===== src/rtl/apu_resp_buffer_pkg.sv =====
// Shared widths for the APU response buffer.
package apu_resp_buffer_pkg;

  localparam int unsigned APU_NUSFLAGS_CPU = 5;
  localparam int unsigned APU_DATA_W       = 32;

endpackage


===== src/rtl/apu_resp_fifo.sv =====
// Circular result FIFO: registered head, push/pop in any state, drop-and-flag on full push.
module apu_resp_fifo
  import apu_resp_buffer_pkg::*;
#(
  parameter int unsigned DEPTH = 2,
  parameter int unsigned WIDTH = APU_DATA_W + APU_NUSFLAGS_CPU
) (
  input  logic             clk_i,
  input  logic             rst_ni,
  input  logic             push_i,
  input  logic [WIDTH-1:0] wdata_i,
  input  logic             pop_i,
  output logic [WIDTH-1:0] rdata_o,
  output logic             empty_o,
  output logic             overflow_o
);

  localparam int unsigned PW = (DEPTH > 1) ? $clog2(DEPTH) : 1;
  localparam int unsigned OW = $clog2(DEPTH + 1);

  logic [WIDTH-1:0] mem_q [DEPTH];
  logic [PW-1:0]    rd_ptr_q, rd_ptr_d;
  logic [PW-1:0]    wr_ptr_q, wr_ptr_d;
  logic [OW-1:0]    occ_q, occ_d;
  logic             full;
  logic             do_push, do_pop;

  function automatic logic [PW-1:0] ptr_inc(input logic [PW-1:0] p);
    return (p == PW'(DEPTH - 1)) ? '0 : p + PW'(1);
  endfunction

  assign empty_o    = (occ_q == '0);
  assign full       = (occ_q == OW'(DEPTH));
  assign do_pop     = pop_i & ~empty_o;
  // A pop frees the head slot this cycle, so a full FIFO still accepts the push.
  assign do_push    = push_i & (~full | do_pop);
  assign overflow_o = push_i & full & ~do_pop;
  assign rdata_o    = mem_q[rd_ptr_q];

  always_comb begin
    rd_ptr_d = rd_ptr_q;
    wr_ptr_d = wr_ptr_q;
    occ_d    = occ_q;
    if (do_push) wr_ptr_d = ptr_inc(wr_ptr_q);
    if (do_pop)  rd_ptr_d = ptr_inc(rd_ptr_q);
    case ({do_push, do_pop})
      2'b10:   occ_d = occ_q + OW'(1);
      2'b01:   occ_d = occ_q - OW'(1);
      default: occ_d = occ_q;
    endcase
  end

  always_ff @(posedge clk_i or negedge rst_ni) begin
    if (!rst_ni) begin
      rd_ptr_q <= '0;
      wr_ptr_q <= '0;
      occ_q    <= '0;
      for (int unsigned i = 0; i < DEPTH; i++) mem_q[i] <= '0;
    end else begin
      rd_ptr_q <= rd_ptr_d;
      wr_ptr_q <= wr_ptr_d;
      occ_q    <= occ_d;
      if (do_push) mem_q[wr_ptr_q] <= wdata_i;
    end
  end

endmodule


===== src/rtl/apu_resp_buffer.sv =====
// Credit-gated APU request path with a result FIFO absorbing the backpressure-free FPU result port.
module apu_resp_buffer
  import apu_resp_buffer_pkg::*;
#(
  parameter int unsigned DEPTH    = 2,
  parameter int unsigned NUSFLAGS = APU_NUSFLAGS_CPU
) (
  input  logic                         clk_i,
  input  logic                         rst_ni,
  input  logic                         core_req_i,
  output logic                         core_gnt_o,
  output logic                         fpu_req_o,
  input  logic                         fpu_gnt_i,
  input  logic                         fpu_rvalid_i,
  input  logic [APU_DATA_W-1:0]        fpu_rdata_i,
  input  logic [NUSFLAGS-1:0]          fpu_rflags_i,
  output logic                         core_rvalid_o,
  output logic [APU_DATA_W-1:0]        core_rdata_o,
  output logic [NUSFLAGS-1:0]          core_rflags_o,
  input  logic                         core_rready_i,
  output logic [$clog2(DEPTH+1)-1:0]   outstanding_o,
  output logic                         overflow_o
);

  localparam int unsigned CW = $clog2(DEPTH + 1);
  localparam int unsigned RW = APU_DATA_W + NUSFLAGS;

  logic [CW-1:0] cnt_q, cnt_d;
  logic          ovf_q, ovf_d;
  logic          credit_ok, issue, pop;
  logic          fifo_empty, fifo_ovf;
  logic [RW-1:0] head;

  // Credit check uses only the registered count: no path from fpu_gnt_i.
  assign credit_ok  = (cnt_q < CW'(DEPTH));
  assign fpu_req_o  = core_req_i & credit_ok;
  assign core_gnt_o = fpu_gnt_i & credit_ok;
  assign issue      = fpu_req_o & fpu_gnt_i;

  assign core_rvalid_o = ~fifo_empty;
  assign pop           = core_rvalid_o & core_rready_i;
  assign {core_rflags_o, core_rdata_o} = head;
  assign outstanding_o = cnt_q;
  assign overflow_o    = ovf_q;

  always_comb begin
    cnt_d = cnt_q;
    ovf_d = ovf_q | fifo_ovf;
    case ({issue, pop})
      2'b10:   cnt_d = cnt_q + CW'(1);
      2'b01:   cnt_d = cnt_q - CW'(1);
      default: cnt_d = cnt_q;
    endcase
  end

  always_ff @(posedge clk_i or negedge rst_ni) begin
    if (!rst_ni) begin
      cnt_q <= '0;
      ovf_q <= 1'b0;
    end else begin
      cnt_q <= cnt_d;
      ovf_q <= ovf_d;
    end
  end

  apu_resp_fifo #(
    .DEPTH (DEPTH),
    .WIDTH (RW)
  ) u_fifo (
    .clk_i      (clk_i),
    .rst_ni     (rst_ni),
    .push_i     (fpu_rvalid_i),
    .wdata_i    ({fpu_rflags_i, fpu_rdata_i}),
    .pop_i      (pop),
    .rdata_o    (head),
    .empty_o    (fifo_empty),
    .overflow_o (fifo_ovf)
  );

endmodule

===== config.mk =====
export PLATFORM = sky130hd
export DESIGN_NAME = apu_resp_buffer
export DESIGN_NICKNAME = d
export VERILOG_FILES = /design/src/rtl/apu_resp_buffer_pkg.sv /design/src/rtl/apu_resp_fifo.sv /design/src/rtl/apu_resp_buffer.sv
export SDC_FILE = /design/constraint.sdc
export NUM_CORES = 1
export LEC_CHECK = 0
export ABC_CLOCK_PERIOD_IN_PS = 2200
export CORE_ASPECT_RATIO = 1.2
export CORE_UTILIZATION = 50
export CTS_CLUSTER_SIZE = 24
export DETAILED_ROUTE_END_ITERATION = 8
export PLACE_DENSITY = 0.87
export SLEW_MARGIN = 20
export SYNTH_ARGS = -nofsm -noshare
export SYNTH_HDL_FRONTEND = slang
export SYNTH_HIERARCHICAL = 1
export SYNTH_SLANG_ARGS = --single-unit

===== constraint.sdc =====
create_clock -name clk_i -period 2.2 [get_ports clk_i]
set_input_delay 0.55 -clock clk_i [delete_from_list [all_inputs] [get_ports clk_i]]
set_output_delay 0.55 -clock clk_i [all_outputs]
set_load 0.02 [all_outputs]

After elaboration in Yosys (flattened, before gate mapping):

Index checks and enable logic that the tools add are counted.

* register bits: 81
* input bits: 43
* logic and storage cells: 51

* $add $sub $neg: 6
* order comparisons: 4
* equality and inequality tests: 5
* muxes and demuxes: 10
* bitwise gates (word level): 15
* reductions and logical operators: 4

Operators by type and width (count)
* 37-bit two-way mux: 4
* 74-bit bitwise mux: 1
* 37-bit demux with 1-bit select: 1
* 1-bit AND: 8
* 2-bit case mux with 2 select lines: 2
* 2-bit equality test (second input constant): 3
* 2-bit by 1-bit adder with 2-bit output (second input constant): 2
* 2-bit by 1-bit equality test with 1-bit output (second input constant): 2
* 2-bit >= comparator (second input constant): 2
* 1-bit inverter with 2-bit output: 2
* 2-bit nonzero test: 2
* 2-bit by 1-bit subtractor with 2-bit output (second input constant): 2
* 1-bit inverter: 3
* 1-bit adder (second input constant): 2
* 2-bit logical NOT: 1
* 2-bit by 1-bit less-than comparator with 1-bit output (second input constant): 1
* 2-bit less-than comparator (second input constant): 1
* 1-bit two-way mux: 2
* 1-bit OR: 2
* 1-bit logical AND: 1

Longest topological paths before layout:

* depth after elaboration: 8
* mapped depth: 8

Modules after synthesis:

The synthesis kept the hierarchy.

Modules (own cells, without submodules)
* apu_resp_fifo: instances 1, cells each 215, area an instance 3555.9 um^2, sequential area each 1951.9 um^2
* apu_resp_buffer: instances 1, cells each 14, area an instance 150.1 um^2, sequential area each 75.1 um^2

Least setup slack after synthesis:

Ideal clock, no wire load.

* kind: input-to-reg
* start: input core_rready_i
* end: register u_fifo/mem_q[43] (netlist name)
* library setup time: 125 ps
* arrival time: 1687 ps
* path slack: 388 ps
* stages on the path: 6
* buffers on the path: 2
* cells stage by stage: nor2b_1 -> nor3b_4 -> nor3b_2 -> buf_6 -> buf_12 -> mux2_4

* cells in the longest elaborated chain, start to end: 4

Ends and longest elaborated chain
* start, declared: RTL line apu_resp_buffer.sv:20 `input logic core_rready_i,`
* 1-bit AND: RTL line apu_resp_buffer.sv:41 `assign pop = core_rvalid_o & core_rready_i;`
* 1-bit AND: RTL line apu_resp_fifo.sv:34 `assign do_pop = pop_i & ~empty_o;`
* 1-bit OR: RTL line apu_resp_fifo.sv:36 `assign do_push = push_i & (~full | do_pop);`
* 1-bit AND: RTL line apu_resp_fifo.sv:36
* end signal, assigned by index: RTL line apu_resp_fifo.sv:63 `if (do_push) mem_q[wr_ptr_q] <= wdata_i;`
* end, declared: RTL line apu_resp_fifo.sv:21 `logic [WIDTH-1:0] mem_q [DEPTH];`

No other way between the ends.
A chain may end at the register's enable or synchronous reset.

Worst setup path after layout:

* start: register u_fifo.rd_ptr_q
* end: output core_rdata_o[29]

* cells in the longest elaborated chain, start to end: 4

Ends and longest elaborated chain
* start, declared: RTL line apu_resp_fifo.sv:22 `logic [PW-1:0] rd_ptr_q, rd_ptr_d;`
* start signal, assigned: RTL line apu_resp_fifo.sv:60 `rd_ptr_q <= rd_ptr_d;`
* 1-bit inverter with 2-bit output (implied by the code): RTL line apu_resp_fifo.sv:38 `assign rdata_o = mem_q[rd_ptr_q];`
* 37-bit two-way mux (implied by the code) (3 in series): RTL line apu_resp_fifo.sv:38
* end, declared: RTL line apu_resp_buffer.sv:18 `output logic [APU_DATA_W-1:0] core_rdata_o,`

No other way between the ends. The select of a mux whose other input is x is not followed.

==> flow_metrics.py <==
metrics = {
    "outcome": {
        "status": "complete, no violations",
    },
    "clock_tree": {
        "numCtsBuffers": 9,
        "clkSinkCount": 81,
        "h-tree-depth": 3,
        "postCtsHoldBufs": 0,
        "cts_max_path_buffers": 2,
        "clk_pin_slew_ns": 0.09,
        "cts_tree": "done",
        "cts_setup_buffers": 0,
        "cts_root_buf": "clkbuf_8",
        "insertion_delay_ns": 0.34,
    },
    "floorplanning": {
        "die_w_um": 80.6,
        "pin_count": 86,
        "core_area_sq_um": 7230,
        "die_y_um": 96.3,
        "dieArea_sq_um": 7760,
        "rows": 34,
        "initial_core_util": 0.512,
    },
    "setup_path": {
        "cp_max_fo": 16,
        "path_class": "register to primary output",
        "required_ns": 1.65,
        "start_kind": "register",
        "critical_path.endpoint_type": "primary output",
        "cp.arrival_ns": 1.60,
    },
    "layout": {
        "multi_input_area_sq_um": 1570,
        "area.sequential_sq_um": 2030,
        "stdcell_count": 422,
        "num-fill-cells": 545,
        "fin_util": 0.686,
        "syn_to_final_growth_pct": 33.9,
        "drive_gt1_frac": 0.449,
        "fin_nets": 372,
        "antennaDiodeCount": 0,
    },
    "routing": {
        "drtAntennaViolNets": 0,
        "wl_met2_um": 3750,
        "routed_wl_um": 7170,
        "highest_layer": "met4",
        "route.vias.total": 2180,
        "via_per_inst": 5.17,
        "wire_per_inst_um": 17.0,
        "drc": 0,
        "dr.pass1.iters": 3,
        "initialDrtViolationCount": 127,
        "dr_wl_met3_um": 331,
        "wl_met1_um": 2980,
    },
    "global_route": {
        "antenna_found_initial": 0,
        "grt_pass1_vias": 2415,
        "grt-ovfl-total": 0,
        "grt_pass1_wl_um": 11600,
        "track_usage": 0.200,
        "grt_max_degree": 43,
    },
    "yosys": {
        "synth_area_leader_cell": "dfrtp_1",
        "synth_area_per_cell_sq_um": 16.2,
        "yosys.area.top_type_share": 0.547,
        "syn_inst": 229,
        "yosysSeqAreaShare": 0.547,
        "synth.yosys.warnings": 6,
        "netlist_area_sq_um": 3710,
        "synthTopCellsByArea": "dfrtp_1, mux2_2, mux2_4",
        "ys_ff_latch": 81,
        "syn_nets": 274,
        "ys_types": 22,
    },
    "timing": {
        "final.period_utilization": 0.977,
        "worstMarginPinSlew_ns": 0.550,
        "clock_skew_ns": 0.00889,
        "hold_viol": 0,
        "relSlewSlack": 0.633,
        "fin_crit_ns": 2.15,
        "drv_slew": 0,
        "fmax_mhz": 465,
        "setup_viol": 0,
    },
    "place": {
        "globalplace.congestion": 0.744,
        "port_buffers": 85,
        "placed_cells": 405,
        "dpl.hpwl_um": 4900,
    },
    "job": {
        "cap_viol_max_count": 0,
    },
    "pwr": {
        "ir_worst_vdd_mv": 0.924,
        "powerDensity_nw_per_um2": 1650,
        "p_total_mw": 8.19,
        "leakagePower_nw": 2.14,
    },
    "worst_hold_path": {
        "min_path_type": "input pin to async pin",
    },
}
[where the power goes]
group | internal, mW | switching, mW | leakage, nW
registers | 2.26 | 0.455 | 0.948
logic | 2.40 | 1.84 | 1.09
clock network | 0.702 | 0.529 | 0.109
total | 5.36 | 2.83 | 2.14
[layout by cell type, fill, tap and decap left out]
master           instances
bufinv_16                2
mux2_4                  30
and2_1                   1
clkbuf_8                11
inv_1                    1
nand2b_1                 1
xor2_1                   3
or2_2                    1
clkbuf_2                 5
dfrtp_1                 80
nor2_4                   1
clkdlybuf4s50_1         45
mux2_1                   2
clkbuf_16                1
nor3b_4                  2
clkbuf_1                 1
clkinvlp_4               2
clkdlybuf4s15_1         25
dfrtp_2                  1
nor2b_1                  4
nand2_1                  2
dlygate4sd2_1            9
xnor2_1                  5
ha_1                     2
nor2_2                   1
nor2_1                   2
buf_12                   7
mux2_2                  79
buf_4                    6
[path summary, 6_finish.rpt]
path / startpoint / end / slack [ns] / cells past startpoint
max reg2reg: u_fifo/occ_q[0] / u_fifo/mem_q[50] / 0.30 / 6
max: u_fifo/rd_ptr_q / core_rdata_o[29] / 0.05 / 3
min in group clk_i: u_fifo/mem_q[25] / u_fifo/mem_q[25] / 0.49 / 1
max in group asynchronous: rst_ni / u_fifo/mem_q[50] / 1.40 / 2
min: rst_ni / u_fifo/mem_q[64] / 0.19 / 1
min reg2reg: u_fifo/mem_q[25] / u_fifo/mem_q[25] / 0.49 / 1
[synth_stat cells, drive strengths merged]
library cell and n:
xnor2 5, nor2 4, nand2b 1, buf 10, and2 1, or2 1, clkbuf 1, dfrtp 81
nand2 2, nor3b 2, mux2 111, xor2 3, ha 2, nor2b 4, inv 1
[kinds of logic (layout without fill, tap and decap cells)]
logic type / count (synthesis) / count (layout) / share of synthesized area
simple gates: 15 / 15 / 0.0284
fa+ha+maj: 2 / 2 / 0.00675
xor+xnor: 8 / 8 / 0.0189
buf+inv: 12 / 115 / 0.0314
mux: 111 / 111 / 0.368
flops: 81 / 81 / 0.547
[critical path, stage by stage (launching register included)]
cell	delay, ns
dfrtp_2	0.44
buf_12	0.18
mux2_2	0.35
clkdlybuf4s15_1	0.29
[layer usage]
layer | track usage | vias up
met3 | 0.0408 | 12
met2 | 0.342 | 53
met4 | 0.0774 | 0
li1 | - | 998
met1 | 0.247 | 1117
met5 | 0 | -
[sequential cells by signal, summed over array words and instances, names as in the netlist]
name,cells
u_fifo/wr_ptr_q,1
u_fifo/rd_ptr_q,1
outstanding_o,2
u_fifo/mem_q,74
u_fifo/occ_q,2
overflow_o,1
[final cells by class]
| type | instances | area share |
|---|---|---|
| Tap cell | 90 | 0.0227 |
| Timing Repair Buffer | 98 | 0.205 |
| Inverter | 1 | 0.000757 |
| Clock inverter | 4 | 0.0151 |
| Multi-Input combinational cell | 136 | 0.317 |
| Clock buffer | 12 | 0.0313 |
| Sequential cell | 81 | 0.409 |
[metrics by stage]
step | instance area [sq um] | hold WS [ns] | setup slack (ns) | TNS [ns]
floorplan | 3710 | 0.254 | 0.388 | 0
global placement | 4740 | 0.455 | -0.121 | -7.29
detailed placement | 4740 | 0.472 | -0.188 | -10.80
CTS | 4920 | 0.196 | 0.00211 | 0
global route | 4960 | 0.222 | -0.00880 | -0.0933
finish | 4960 | 0.193 | 0.0505 | 0
[timing repair]
| item | in CTS | in global routing |
|---|---|---|
| resized for setup | 40 | 35 |
| cloned | 0 | 1 |
| endpoints found under the setup margin | 39 | 19 |
Note: power is estimated with default switching activity, not from simulation.
